[src/rtl/core_pkg.sv]
// core_pkg: shared opcodes, FSM states and datapath select encodings for the RISC-V control units
package core_pkg;

  localparam logic [6:0] OP_LW  = 7'b0000011;
  localparam logic [6:0] OP_SW  = 7'b0100011;
  localparam logic [6:0] OP_R   = 7'b0110011;
  localparam logic [6:0] OP_I   = 7'b0010011;
  localparam logic [6:0] OP_BEQ = 7'b1100011;
  localparam logic [6:0] OP_JAL = 7'b1101111;

  typedef enum logic [3:0] {
    S_FETCH,
    S_DECODE,
    S_MEMADR,
    S_MEMREAD,
    S_MEMWB,
    S_MEMWRITE,
    S_EXECUTER,
    S_EXECUTEI,
    S_ALUWB,
    S_BEQ,
    S_JAL,
    S_TRAP
  } state_t;

  typedef enum logic [1:0] {
    ALUOP_ADD,
    ALUOP_SUB,
    ALUOP_FUNCT
  } aluop_t;

  localparam logic [2:0] ALU_ADD = 3'b000;
  localparam logic [2:0] ALU_SUB = 3'b001;
  localparam logic [2:0] ALU_AND = 3'b010;
  localparam logic [2:0] ALU_OR  = 3'b011;
  localparam logic [2:0] ALU_SLT = 3'b101;

  localparam logic [1:0] IMM_I = 2'b00;
  localparam logic [1:0] IMM_S = 2'b01;
  localparam logic [1:0] IMM_B = 2'b10;
  localparam logic [1:0] IMM_J = 2'b11;

  localparam logic [1:0] RES_ALUOUT    = 2'b00;
  localparam logic [1:0] RES_DATA      = 2'b01;
  localparam logic [1:0] RES_ALURESULT = 2'b10;

  localparam logic [1:0] SRCA_PC    = 2'b00;
  localparam logic [1:0] SRCA_OLDPC = 2'b01;
  localparam logic [1:0] SRCA_RD1   = 2'b10;

  localparam logic [1:0] SRCB_RD2  = 2'b00;
  localparam logic [1:0] SRCB_IMM  = 2'b01;
  localparam logic [1:0] SRCB_FOUR = 2'b10;

  // Immediate format depends only on the opcode, so both control units share this.
  function automatic logic [1:0] imm_src(input logic [6:0] op);
    return op == OP_SW ? IMM_S : op == OP_BEQ ? IMM_B : op == OP_JAL ? IMM_J : IMM_I;
  endfunction

endpackage

[src/rtl/alu_dec.sv]
// alu_dec: maps ALUOp and instruction funct fields to the ALU operation code
module alu_dec
  import core_pkg::*;
(
  input  aluop_t      alu_op,
  input  logic [2:0]  funct3,
  input  logic        op5,
  input  logic        funct7,
  output logic [2:0]  alu_control
);

  // Only register-register ops use funct7 to select subtract; immediates always add.
  always_comb begin
    alu_control = alu_op == ALUOP_ADD ? ALU_ADD :
                  alu_op == ALUOP_SUB ? ALU_SUB :
                  funct3 == 3'b000    ? ((op5 & funct7) ? ALU_SUB : ALU_ADD) :
                  funct3 == 3'b010    ? ALU_SLT :
                  funct3 == 3'b110    ? ALU_OR :
                  funct3 == 3'b111    ? ALU_AND : ALU_ADD;
  end

endmodule

[src/rtl/mc_ctrl.sv]
// mc_ctrl: multi-cycle RISC-V control FSM; define MC_CTRL_MEM_WAIT_EN to stall memory states on MemReady
module mc_ctrl
  import core_pkg::*;
(
  input  logic       clk,
  input  logic       rst,
  input  logic [6:0] op,
  input  logic [2:0] funct3,
  input  logic       funct7,
  input  logic       Zero,
  input  logic       MemReady,
  output logic       MemReq,
  output logic       PCWrite,
  output logic       AdrSrc,
  output logic       MemWrite,
  output logic       IRWrite,
  output logic       RegWrite,
  output logic [1:0] ResultSrc,
  output logic [1:0] ALUSrcA,
  output logic [1:0] ALUSrcB,
  output logic [1:0] ImmSrc,
  output logic [2:0] ALUControl,
  output logic       Retire,
  output logic       Illegal
);

  state_t state_q, state_d, st;
  logic   illegal_q, illegal_d;
  logic   ready;
  aluop_t alu_op;
  logic   pc_update, branch;
  logic   memreq_m, memwrite_m, irwrite_m, regwrite_m, retire_m;

`ifdef MC_CTRL_MEM_WAIT_EN
  assign ready = MemReady;
`else
  logic unused_mem_ready;
  assign unused_mem_ready = MemReady;
  assign ready = 1'b1;
`endif

  // Next state; memory states hold until the access completes, TRAP holds until reset.
  always_comb begin
    state_d = state_q;
    case (state_q)
      S_FETCH:    state_d = ready ? S_DECODE : S_FETCH;
      S_DECODE:   state_d = (op == OP_LW || op == OP_SW) ? S_MEMADR :
                            op == OP_R   ? S_EXECUTER :
                            op == OP_I   ? S_EXECUTEI :
                            op == OP_BEQ ? S_BEQ :
                            op == OP_JAL ? S_JAL : S_TRAP;
      S_MEMADR:   state_d = op == OP_LW ? S_MEMREAD : S_MEMWRITE;
      S_MEMREAD:  state_d = ready ? S_MEMWB : S_MEMREAD;
      S_MEMWRITE: state_d = ready ? S_FETCH : S_MEMWRITE;
      S_EXECUTER, S_EXECUTEI, S_JAL: state_d = S_ALUWB;
      S_MEMWB, S_ALUWB, S_BEQ:       state_d = S_FETCH;
      S_TRAP:     state_d = S_TRAP;
      default:    state_d = S_FETCH;
    endcase
    illegal_d = illegal_q | (state_d == S_TRAP);
  end

  // State and sticky illegal-opcode flag.
  always_ff @(posedge clk) begin
    if (rst) begin
      state_q   <= S_FETCH;
      illegal_q <= 1'b0;
    end else begin
      state_q   <= state_d;
      illegal_q <= illegal_d;
    end
  end

  // Moore decode; reset presents FETCH selects so the datapath muxes are defined.
  always_comb begin
    st         = rst ? S_FETCH : state_q;
    memreq_m   = 1'b0;
    memwrite_m = 1'b0;
    irwrite_m  = 1'b0;
    regwrite_m = 1'b0;
    retire_m   = 1'b0;
    pc_update  = 1'b0;
    branch     = 1'b0;
    AdrSrc     = 1'b0;
    ResultSrc  = RES_ALUOUT;
    ALUSrcA    = SRCA_PC;
    ALUSrcB    = SRCB_RD2;
    alu_op     = ALUOP_ADD;
    case (st)
      S_FETCH: begin
        memreq_m  = 1'b1;
        irwrite_m = ready;
        pc_update = ready;
        ResultSrc = RES_ALURESULT;
        ALUSrcB   = SRCB_FOUR;
      end
      S_DECODE: begin
        ALUSrcA = SRCA_OLDPC;
        ALUSrcB = SRCB_IMM;
      end
      S_MEMADR: begin
        ALUSrcA = SRCA_RD1;
        ALUSrcB = SRCB_IMM;
      end
      S_MEMREAD: begin
        memreq_m = 1'b1;
        AdrSrc   = 1'b1;
      end
      S_MEMWB: begin
        ResultSrc  = RES_DATA;
        regwrite_m = 1'b1;
        retire_m   = 1'b1;
      end
      S_MEMWRITE: begin
        memreq_m   = 1'b1;
        AdrSrc     = 1'b1;
        memwrite_m = 1'b1;
        retire_m   = ready;
      end
      S_EXECUTER: begin
        ALUSrcA = SRCA_RD1;
        alu_op  = ALUOP_FUNCT;
      end
      S_EXECUTEI: begin
        ALUSrcA = SRCA_RD1;
        ALUSrcB = SRCB_IMM;
        alu_op  = ALUOP_FUNCT;
      end
      S_ALUWB: begin
        regwrite_m = 1'b1;
        retire_m   = 1'b1;
      end
      S_BEQ: begin
        ALUSrcA  = SRCA_RD1;
        alu_op   = ALUOP_SUB;
        branch   = 1'b1;
        retire_m = 1'b1;
      end
      S_JAL: begin
        ALUSrcA   = SRCA_OLDPC;
        ALUSrcB   = SRCB_FOUR;
        pc_update = 1'b1;
      end
      default: ;
    endcase
  end

  alu_dec u_alu_dec (
    .alu_op      (alu_op),
    .funct3      (funct3),
    .op5         (op[5]),
    .funct7      (funct7),
    .alu_control (ALUControl)
  );

  assign ImmSrc   = imm_src(op);
  assign MemReq   = memreq_m & ~rst;
  assign MemWrite = memwrite_m & ~rst;
  assign IRWrite  = irwrite_m & ~rst;
  assign RegWrite = regwrite_m & ~rst;
  assign Retire   = retire_m & ~rst;
  assign PCWrite  = (pc_update | (branch & Zero)) & ~rst;
  assign Illegal  = illegal_q;

endmodule

[config.mk]
export PLATFORM = sky130hd
export DESIGN_NAME = mc_ctrl
export DESIGN_NICKNAME = d
export VERILOG_FILES = /design/src/rtl/core_pkg.sv /design/src/rtl/alu_dec.sv /design/src/rtl/mc_ctrl.sv
export SDC_FILE = /design/constraint.sdc
export NUM_CORES = 1
export LEC_CHECK = 0
export BUFFER_PORTS_ARGS = -buffer_cell sky130_fd_sc_hd__buf_2
export CORE_MARGIN = 2
export CORE_UTILIZATION = 35
export CTS_BUF_LIST = sky130_fd_sc_hd__clkbuf_16
export DETAILED_ROUTE_END_ITERATION = 8
export GPL_ROUTABILITY_DRIVEN = 0
export PLACE_DENSITY = 0.66
export SLEW_MARGIN = 20
export SYNTH_ARGS = -nofsm -noshare
export SYNTH_HDL_FRONTEND = slang
export SYNTH_SLANG_ARGS = --single-unit
export TNS_END_PERCENT = 5
[constraint.sdc]
create_clock -name clk -period 1.8 [get_ports clk]
set_clock_uncertainty 0.2 [all_clocks]
set_input_delay 0.27 -clock clk [delete_from_list [all_inputs] [get_ports clk]]
set_output_delay 0.27 -clock clk [all_outputs]
set_load 0.005 [all_outputs]
## Yosys cells after proc, flatten, opt, wreduce, memory -nomap -nowiden

Cells that the tools add are included.

| storage, ports and cells | value |
|---|---|
| input bits | 15 |
| register bits after elaboration | 5 |
| output and inout port bits | 19 |

| operators by class | value |
|---|---|
| equal/unequal tests | 28 |
| reductions and logical operators | 15 |
| multiplexer cells | 30 |
| bitwise operators | 11 |

Operators by type and width:

| cell | number |
|---|---|
| equality test 4 x 3 -> 1 bit, second input constant | 6 |
| equality test 4 bit, second input constant | 6 |
| case mux 4 bit (6 select lines) | 1 |
| two-way mux 3 bit | 6 |
| equality test 4 x 2 -> 1 bit, second input constant | 4 |
| two-way mux 4 bit | 4 |
| case mux 2 bit (2 select lines) | 4 |
| equality test 7 x 6 -> 1 bit, second input constant | 2 |
| equality test 7 bit, second input constant | 2 |
| two-way mux 1 bit | 10 |
| two-way mux 2 bit | 5 |
| OR reduction 2 bit | 5 |
| OR reduction 3 bit | 3 |
| bitwise AND 1 bit | 8 |
| equality test 4 x 1 -> 1 bit, second input constant | 2 |
| logical NOT 4 bit | 2 |
| OR reduction 4 bit | 2 |
| equality test 7 x 2 -> 1 bit, second input constant | 1 |
| equality test 7 x 5 -> 1 bit, second input constant | 1 |
| equality test 3 bit, second input constant | 2 |
| equality test 3 x 2 -> 1 bit, second input constant | 1 |
| logical NOT 3 bit | 1 |
| equality test 2 x 1 -> 1 bit, second input constant | 1 |
| logical NOT 2 bit | 1 |
| other kinds (3) | 4 |

## Depth between registers and ports, before layout

Gate-level depths: netlist of the first run.

| logic depth | value |
|---|---|
| depth in word-level cells | 9 |
| gate-level depth with buffers | 6 |

## Modules after synthesis

Synthesis of the first run repeated with hierarchy kept, for this count alone.

| unflattened totals | value |
|---|---|
| cell total of the unflattened synthesis | 85 |
| area, all modules | 606.8 um^2 |

By module, submodules not included:

| module | times used | area each (um^2) | seq. area each (um^2) | cells each |
|---|---|---|---|---|
| mc_ctrl | 1 | 564.3 | 100.1 | 78 |
| alu_dec | 1 | 42.5 | 0.0 | 7 |

## Worst setup path before layout of the first run

No wires, ideal clock.

| timing path | value |
|---|---|
| kind | register to output |
| from | reg state_q[3] |
| to | out PCWrite |
| path buffers | 2 |
| arrival | 1256 ps |
| path slack | 74 ps |
| cell stages (with the launch flop) | 5 |
| cells stage by stage | dfxtp_1 -> clkbuf_1 -> buf_2 -> nor2_1 -> a2111oi_0 |

| between the ends | value |
|---|---|
| cells in the longest elaborated chain, start to end | 6 |
| elaborated cells between the ends (all ways) | 10 |
| classes of those cells | 2 x eq/ne; 3 x mux; 3 x bitwise; 2 x reduce/logical |

Ends and longest elaborated chain:

| what | RTL line | source |
|---|---|---|
| from (decl) | mc_ctrl.sv:27 | `state_t state_q, state_d, st;` |
| from (signal assigned) | mc_ctrl.sv:69 | `state_q <= state_d;` |
| two-way mux 4 bit (*) | mc_ctrl.sv:76 | `st = rst ? S_FETCH : state_q;` |
| equality test 4 bit or logical NOT 4 bit (tied branches) | mc_ctrl.sv:89 | `case (st)` |
| OR reduction 2 bit (no source line) or two-way mux 1 bit (tied branches) | - |  |
| two-way mux 1 bit or bitwise AND 1 bit (tied branches) | mc_ctrl.sv:89, mc_ctrl.sv:162 |  |
| bitwise OR 1 bit (*) | mc_ctrl.sv:162 | `assign PCWrite = (pc_update \| (branch & Zero)) & ~rst;` |
| bitwise AND 1 bit (*) | mc_ctrl.sv:162 |  |
| to (decl) | mc_ctrl.sv:13 | `output logic PCWrite,` |

Every way passes the cells marked *; elsewhere a longest branch is shown, timed or not.

## Worst setup path after layout of the first run

| timing path | value |
|---|---|
| from | reg state_q[3] |
| to | out ALUControl[0] |

| between the ends | value |
|---|---|
| cells in the longest elaborated chain, start to end | 7 |
| elaborated cells between the ends (all ways) | 10 |
| classes of those cells | 4 x eq/ne; 4 x mux; 2 x reduce/logical |

Ends and longest elaborated chain:

| what | RTL line | source |
|---|---|---|
| two-way mux 4 bit (*) | mc_ctrl.sv:76 |  |
| equality test 4 x 3 -> 1 bit | mc_ctrl.sv:89 |  |
| OR reduction 2 bit (no source line) | - |  |
| case mux 2 bit (2 select lines) (*) | mc_ctrl.sv:89 |  |
| equality test 2 x 1 -> 1 bit | alu_dec.sv:15 | `alu_op == ALUOP_SUB ? ALU_SUB :` |
| two-way mux 3 bit | alu_dec.sv:15 |  |
| two-way mux 3 bit (*) | alu_dec.sv:14 | `alu_control = alu_op == ALUOP_ADD ? ALU_ADD :` |
| to (decl) | mc_ctrl.sv:22 | `output logic [2:0] ALUControl,` |

Marks and branches as above.

==> flow_metrics.env, run 1 <==
export IMPL_rr_worst_depth=5
export IMPL_routedWlPerCell_um=13.36
export IMPL_place_inst=140
export IMPL_drt_iter0_drc=12
export IMPL_drive_gt1_share_pct=53.38
export IMPL_syn_area_um2=600.6
export IMPL_synthAdderAreaFrac_pct=0
export IMPL_startpoint_type="flop"
export IMPL_crit_family="simple AND/OR/NAND/NOR gates"
export IMPL_synth_fp_nets=101
export IMPL_nets=149
export IMPL_status="finished, violations left"
export IMPL_root_buffer="clkbuf_16"
export IMPL_vias=838
export IMPL_worstSetupPathType="reg -> out"
export IMPL_rows=14
export IMPL_hold_end="Illegal$_SDFF_PP0_"
export IMPL_place_ws_ns=0.03235
export IMPL_hold_viol=0
export IMPL_drt_pass1_iter_count=4
export IMPL_ys_warn_count=0
export IMPL_r2r_setup_slack_ns=0.08
export IMPL_grt_pass1_vias=745
export IMPL_worstReg2RegEnd="Illegal$_SDFF_PP0_"
export IMPL_wirelength_um=1990
export IMPL_seq_area_frac_synth_pct=16.67
export IMPL_hpwlAfterDp_um=1433
export IMPL_synth_seq_cells=5
export IMPL_netlist_cell_type_count=37
export IMPL_syn_avg_cell_area_um2=6.983
export IMPL_drc=0
export IMPL_tns_ns=-0.03897
export IMPL_layoutNonFillerInstCount=149
export IMPL_layout_commonest_cell="buf_2"
export IMPL_synth_xor_xnor_area_share_pct=4.375
export IMPL_crit_buf_inv=1
export IMPL_hold_start="rst"
export IMPL_vdd_ir_drop_max_mv=0.9672
export IMPL_critPathRequiredTime_ns=1.33
export IMPL_timing_final_crit_share_pct=102.2
export IMPL_crit_slowest_cell="or4_1"
export IMPL_hp_class="in -> reg"
export IMPL_clk_pin_slew_ns=0.03
export IMPL_synth_top_family_by_area="simple AND/OR/NAND/NOR gates"
export IMPL_core_um2=1559
export IMPL_numCtsBuffers=3
export IMPL_grt_antenna_before_repair=0
export IMPL_grt_pass1_wl_um=3098
export IMPL_yosysTopAreaCell="dfxtp_1"
export IMPL_syn_inst=86
export IMPL_synth_edf_count=0
export IMPL_ys_flop_type="dfxtp_1"
export IMPL_grt_max_degree=10
export IMPL_grtUsageTotal_pct=20.54
export IMPL_start_util_pct=38.52
export IMPL_yosys_area_share_simple_pct=41.67
export IMPL_cp_end_kind="output pin"
export IMPL_whs_ns=0.1305
export IMPL_setup_ws_ns=-0.03897
export IMPL_ant_nets=0
export IMPL_fp_dieH_um=45.43
export IMPL_cts_sinks=5
export IMPL_crit_fanout=7
export IMPL_violations="negative setup slack"
export IMPL_worst_pin_slew_ns=0.3984
export IMPL_antenna_cells=0
export IMPL_ys_async_sr_fraction_pct=0
export IMPL_clockBufferDepth=2
export IMPL_crit_chain="or4_1 -> a21oi_1 -> buf_2"
export IMPL_finalSetupViolCount=1
export IMPL_area_growth_syn_to_layout_pct=72.08
export IMPL_drv_slew=0
export IMPL_fmax_ghz=0.5438
export IMPL_final_cell_mix="buf_2, buf_4, a21oi_1, inv_1, nor2_1"
export IMPL_clk_insertion_delay_late_ns=0.23
export IMPL_reg2reg_from="state_q[0]$_SDFF_PP0_"
export IMPL_power_mw=1.610
export IMPL_slowest_delay_ns=0.52
export IMPL_synth_compound_area_share_pct=27.50
export IMPL_synth_top_area_share_pct=16.67
export IMPL_fin_crit_ns=1.839
export IMPL_power_density_nw_per_um2=1558
export IMPL_viasPerCell=5.624
export IMPL_rsz0062_at_grt="yes"
export IMPL_synth_area_leaders="dfxtp_1, a21oi_1, nor2_1"
export IMPL_arrival_ns=1.37
export IMPL_io_pins=34
export IMPL_die_w_um=45.43
export IMPL_power_leakage_nw=0.5122
export IMPL_fp_dieArea_um2=2063
export IMPL_slew_headroom_pct=72.76
export IMPL_muxShareOfSynthArea_pct=1.875
export IMPL_io_buffers=32
export IMPL_h_tree_depth=1
export IMPL_maxCapViolCount=0
export IMPL_globalRouteOverflowTotal=0
export IMPL_worstHoldPathCells=2
export IMPL_cts_tree="yes"
cell type report:
cell class                 instances  area [µm²]
sequential                         5       115.1
inverter                           5       18.77
clock buffer                       3       75.07
tap                               16       20.02
fill                             137       525.5
clock inverter                     1       3.754
timing repair buffer              50       300.3
multi-input combinational         69       500.5
worst max-delay path by stage:
| stage | start | endpoint | slack (ns) | depth (start not counted) |
|---|---|---|---|---|
| floorplan | state_q[3]$_SDFF_PP0_ | PCWrite | 0.07 | 4 |
| global placement | state_q[1]$_SDFF_PP0_ | PCWrite | 0.04 | 4 |
| detailed placement | state_q[1]$_SDFF_PP0_ | PCWrite | 0.03 | 4 |
| CTS | state_q[1]$_SDFF_PP0_ | PCWrite | -0.06 | 4 |
| global route | state_q[1]$_SDFF_PP0_ | ALUControl[0] | -0.07 | 4 |
| finish | state_q[3]$_SDFF_PP0_ | ALUControl[0] | -0.04 | 3 |
flip-flops by register name, summed over array words and instances (netlist names):
name and count:
state_q 4, Illegal 1
routing by layer:
| layer | vias up | wire, µm | track usage (%) |
|---|---|---|---|
| met3 | 6 | 75 | 2.778 |
| met2 | 25 | 1017 | 35.21 |
| met1 | 395 | 851 | 24.10 |
| met5 | - | 0 | 0 |
| li1 | 412 | - | - |
| met4 | 0 | 45 | 11.76 |
worst reg2reg max path, stage by stage, from the launching register on:
cell	delay [ns]
dfxtp_4	0.35
buf_4	0.12
nand2b_4	0.06
a311o_1	0.32
a221o_1	0.32
o32ai_2	0.25
metrics by stage:
stage               utilization [%]  cell area, µm²
detailed placement            54.49           849.6
finish                        66.29            1033
global route                  66.29            1033
floorplan                         -           600.6
CTS                           63.72           993.5
global placement              54.49           849.6
logic make-up after synthesis:
logic type / after synthesis
AO/OA/AOI/OAI: 22
flip-flops: 5
multiplexers: 1
AND/OR/NAND/NOR: 43
buffers and inverters: 12
XOR/XNOR: 3
Yosys cell counts, drive strengths merged (3+ instances only):
cell type	n
a21oi	9
nor2	8
nor3	6
dfxtp	5
inv	5
nand2b	5
clkbuf	4
nand2	4
nor2b	4
and3	3
buf	3
nor4	3
or2	3
power by group:
group / internal [mW] / switching [mW] / total [mW]
Clock: 0.288 / 0.0735 / 0.361
Combinational: 0.537 / 0.458 / 0.995
Sequential: 0.177 / 0.0769 / 0.254
repair_timing:
item / 4_1_cts / 5_1_grt
buffers inserted: 5 / 0
pin swaps: 2 / 2
cloned: 0 / 0
endpoints found under the setup margin: 14 / 7
hold buffers: 0 / 0
gates resized for setup: 11 / 10
No activity file was read; power rests on OpenSTA's default activity.
==> run 2, diff against run 1 <==
- CORE_ASPECT_RATIO: not set -> 1.25
==> run 2 against run 1 <==
Against the previous run: the run still ends with negative setup slack left; combinational power fell by 8.5%; setup slack lost 0.011 ns; non-clock buffer count is 1 lower; sequential share of layout area up 0.37 points; fmax decreased by 0.60%; critical endpoint is now PCWrite; register-to-register slack lost 0.05 ns; routed wire length fell by 6.7%.
==> flow_metrics.env, run 2 (synthesized netlist as in run 1, its figures left out) <==
export IMPL_layoutNonFillerInstCount=150
export IMPL_rr_worst_depth=5
export IMPL_drv_slew=0
export IMPL_final_cell_mix="buf_2, buf_4, a21oi_1, nor2_1, inv_1"
export IMPL_layout_commonest_cell="buf_2"
export IMPL_grt_pass1_vias=723
export IMPL_fp_dieH_um=50.32
export IMPL_fmax_ghz=0.5405
export IMPL_cts_tree="yes"
export IMPL_die_w_um=41.05
export IMPL_numCtsBuffers=3
export IMPL_cts_sinks=5
export IMPL_h_tree_depth=1
export IMPL_ant_nets=0
export IMPL_hpwlAfterDp_um=1423
export IMPL_arrival_ns=1.38
export IMPL_tns_ns=-0.1048
export IMPL_fp_dieArea_um2=2065
export IMPL_dpl_instance_area_um2=852.1
export IMPL_rsz0062_at_grt="yes"
export IMPL_timing_final_crit_share_pct=102.8
export IMPL_largest_reg_flops=4
export IMPL_grtUsageTotal_pct=19.76
export IMPL_startpoint_type="flop"
export IMPL_grt_pass1_wl_um=2891
export IMPL_routedWlPerCell_um=12.38
export IMPL_rows=16
export IMPL_reg2reg_from="state_q[1]$_SDFF_PP0_"
export IMPL_power_density_nw_per_um2=1559
export IMPL_fin_area_um2=978.4
export IMPL_fin_util_pct=61.87
export IMPL_place_inst=142
export IMPL_worstSetupPathType="reg -> out"
export IMPL_finalSetupViolCount=3
export IMPL_drc=0
export IMPL_clk_pin_slew_ns=0.03
export IMPL_fin_crit_ns=1.850
export IMPL_worst_pin_slew_ns=0.3889
export IMPL_worstReg2RegEnd="Illegal$_SDFF_PP0_"
export IMPL_vdd_ir_drop_max_mv=1.029
export IMPL_clk_insertion_delay_late_ns=0.23
export IMPL_violations="negative setup slack"
export IMPL_core_um2=1582
export IMPL_viasPerCell=5.427
export IMPL_setup_ws_ns=-0.05011
export IMPL_status="finished, violations left"
export IMPL_antenna_cells=0
export IMPL_io_pins=34
export IMPL_io_buffers=32
export IMPL_crit_fanout=7
export IMPL_power_leakage_nw=0.4973
export IMPL_endpoint="PCWrite"
export IMPL_hp_class="in -> reg"
export IMPL_globalRouteOverflowTotal=0
export IMPL_postCtsHoldBufs=0
export IMPL_grt_antenna_before_repair=0
export IMPL_cp_startpoint="state_q[1]$_SDFF_PP0_"
export IMPL_slew_headroom_pct=73.40
export IMPL_start_util_pct=37.97
export IMPL_drt_pass1_iter_count=4
export IMPL_area_growth_syn_to_layout_pct=62.92
export IMPL_drive_gt1_share_pct=46.97
export IMPL_maxCapViolCount=0
export IMPL_cp_end_kind="output pin"
export IMPL_hold_viol=0
export IMPL_drt_iter0_drc=10
export IMPL_largest_register="state_q"
export IMPL_r2r_setup_slack_ns=0.03
export IMPL_critPathRequiredTime_ns=1.33
export IMPL_nets=148
export IMPL_wirelength_um=1857
export IMPL_fillers=153
export IMPL_grt_max_degree=9
export IMPL_clockBufferDepth=2
export IMPL_vias=814
export IMPL_root_buffer="clkbuf_16"
==> run 2: timing repair <==
item | 4_1_cts | 5_1_grt
setup endpoints to repair | 12 | 7
gates resized for setup | 10 | 0
buffers inserted | 4 | 0
endpoints found under the hold margin | 0 | 0
pin swaps | 3 | 0
==> run 2: power by group <==
group	leakage (nW)	switching, mW	internal (mW)
clock	0.0423	0.0694	0.287
sequential	0.0434	0.0818	0.177
combinational	0.412	0.420	0.489
==> run 2: per-layer routing <==
| layer | global-route usage [%] | part of all wire [%] | up-vias |
|---|---|---|---|
| met5 | 0 | 0 | - |
| met4 | 7.778 | 1.1 | 0 |
| met3 | 2.655 | 5.7 | 3 |
| met2 | 33.33 | 51 | 25 |
| met1 | 23.50 | 42 | 373 |
| li1 | - | - | 413 |
==> run 2: worst min path at each step <==
stage / startpoint / end / depth (start not counted)
floorplan: Illegal$_SDFF_PP0_ / Illegal$_SDFF_PP0_ / 2
global route: rst / Illegal$_SDFF_PP0_ / 2
global placement: Illegal$_SDFF_PP0_ / Illegal$_SDFF_PP0_ / 2
detailed placement: Illegal$_SDFF_PP0_ / Illegal$_SDFF_PP0_ / 2
CTS: rst / Illegal$_SDFF_PP0_ / 2
finish: rst / Illegal$_SDFF_PP0_ / 2
==> run 2: final cells by class <==
| class | instances | area [µm²] | share of cell area, % |
|---|---|---|---|
| Clock buffer | 3 | 75.07 | 7.673 |
| Clock inverter | 1 | 3.754 | 0.3836 |
| Timing Repair Buffer | 49 | 289.0 | 29.54 |
| Tap cell | 18 | 22.52 | 2.302 |
| Sequential cell | 5 | 112.6 | 11.51 |
| Inverter | 5 | 18.77 | 1.918 |
| Multi-Input combinational cell | 69 | 456.7 | 46.68 |
==> run 2: stage by stage <==
step	power [mW]	hold slack, ns	setup slack (ns)
3_5_place_dp	1.072	0.2719	0.04212
6_report	1.526	0.1201	-0.05011
5_1_grt	1.649	0.1295	-0.1596
4_1_cts	1.535	0.1132	-0.05155
3_3_place_gp	1.058	0.2663	0.04068
2_1_floorplan	0.7380	0.2768	0.07405
==> run 2: critical path: stages, from the launching register on <==
cell,delay (ns)
dfxtp_4,0.36
buf_6,0.12
nor2b_1,0.09
a21oi_1,0.06
a2111oi_1,0.33
buf_2,0.18
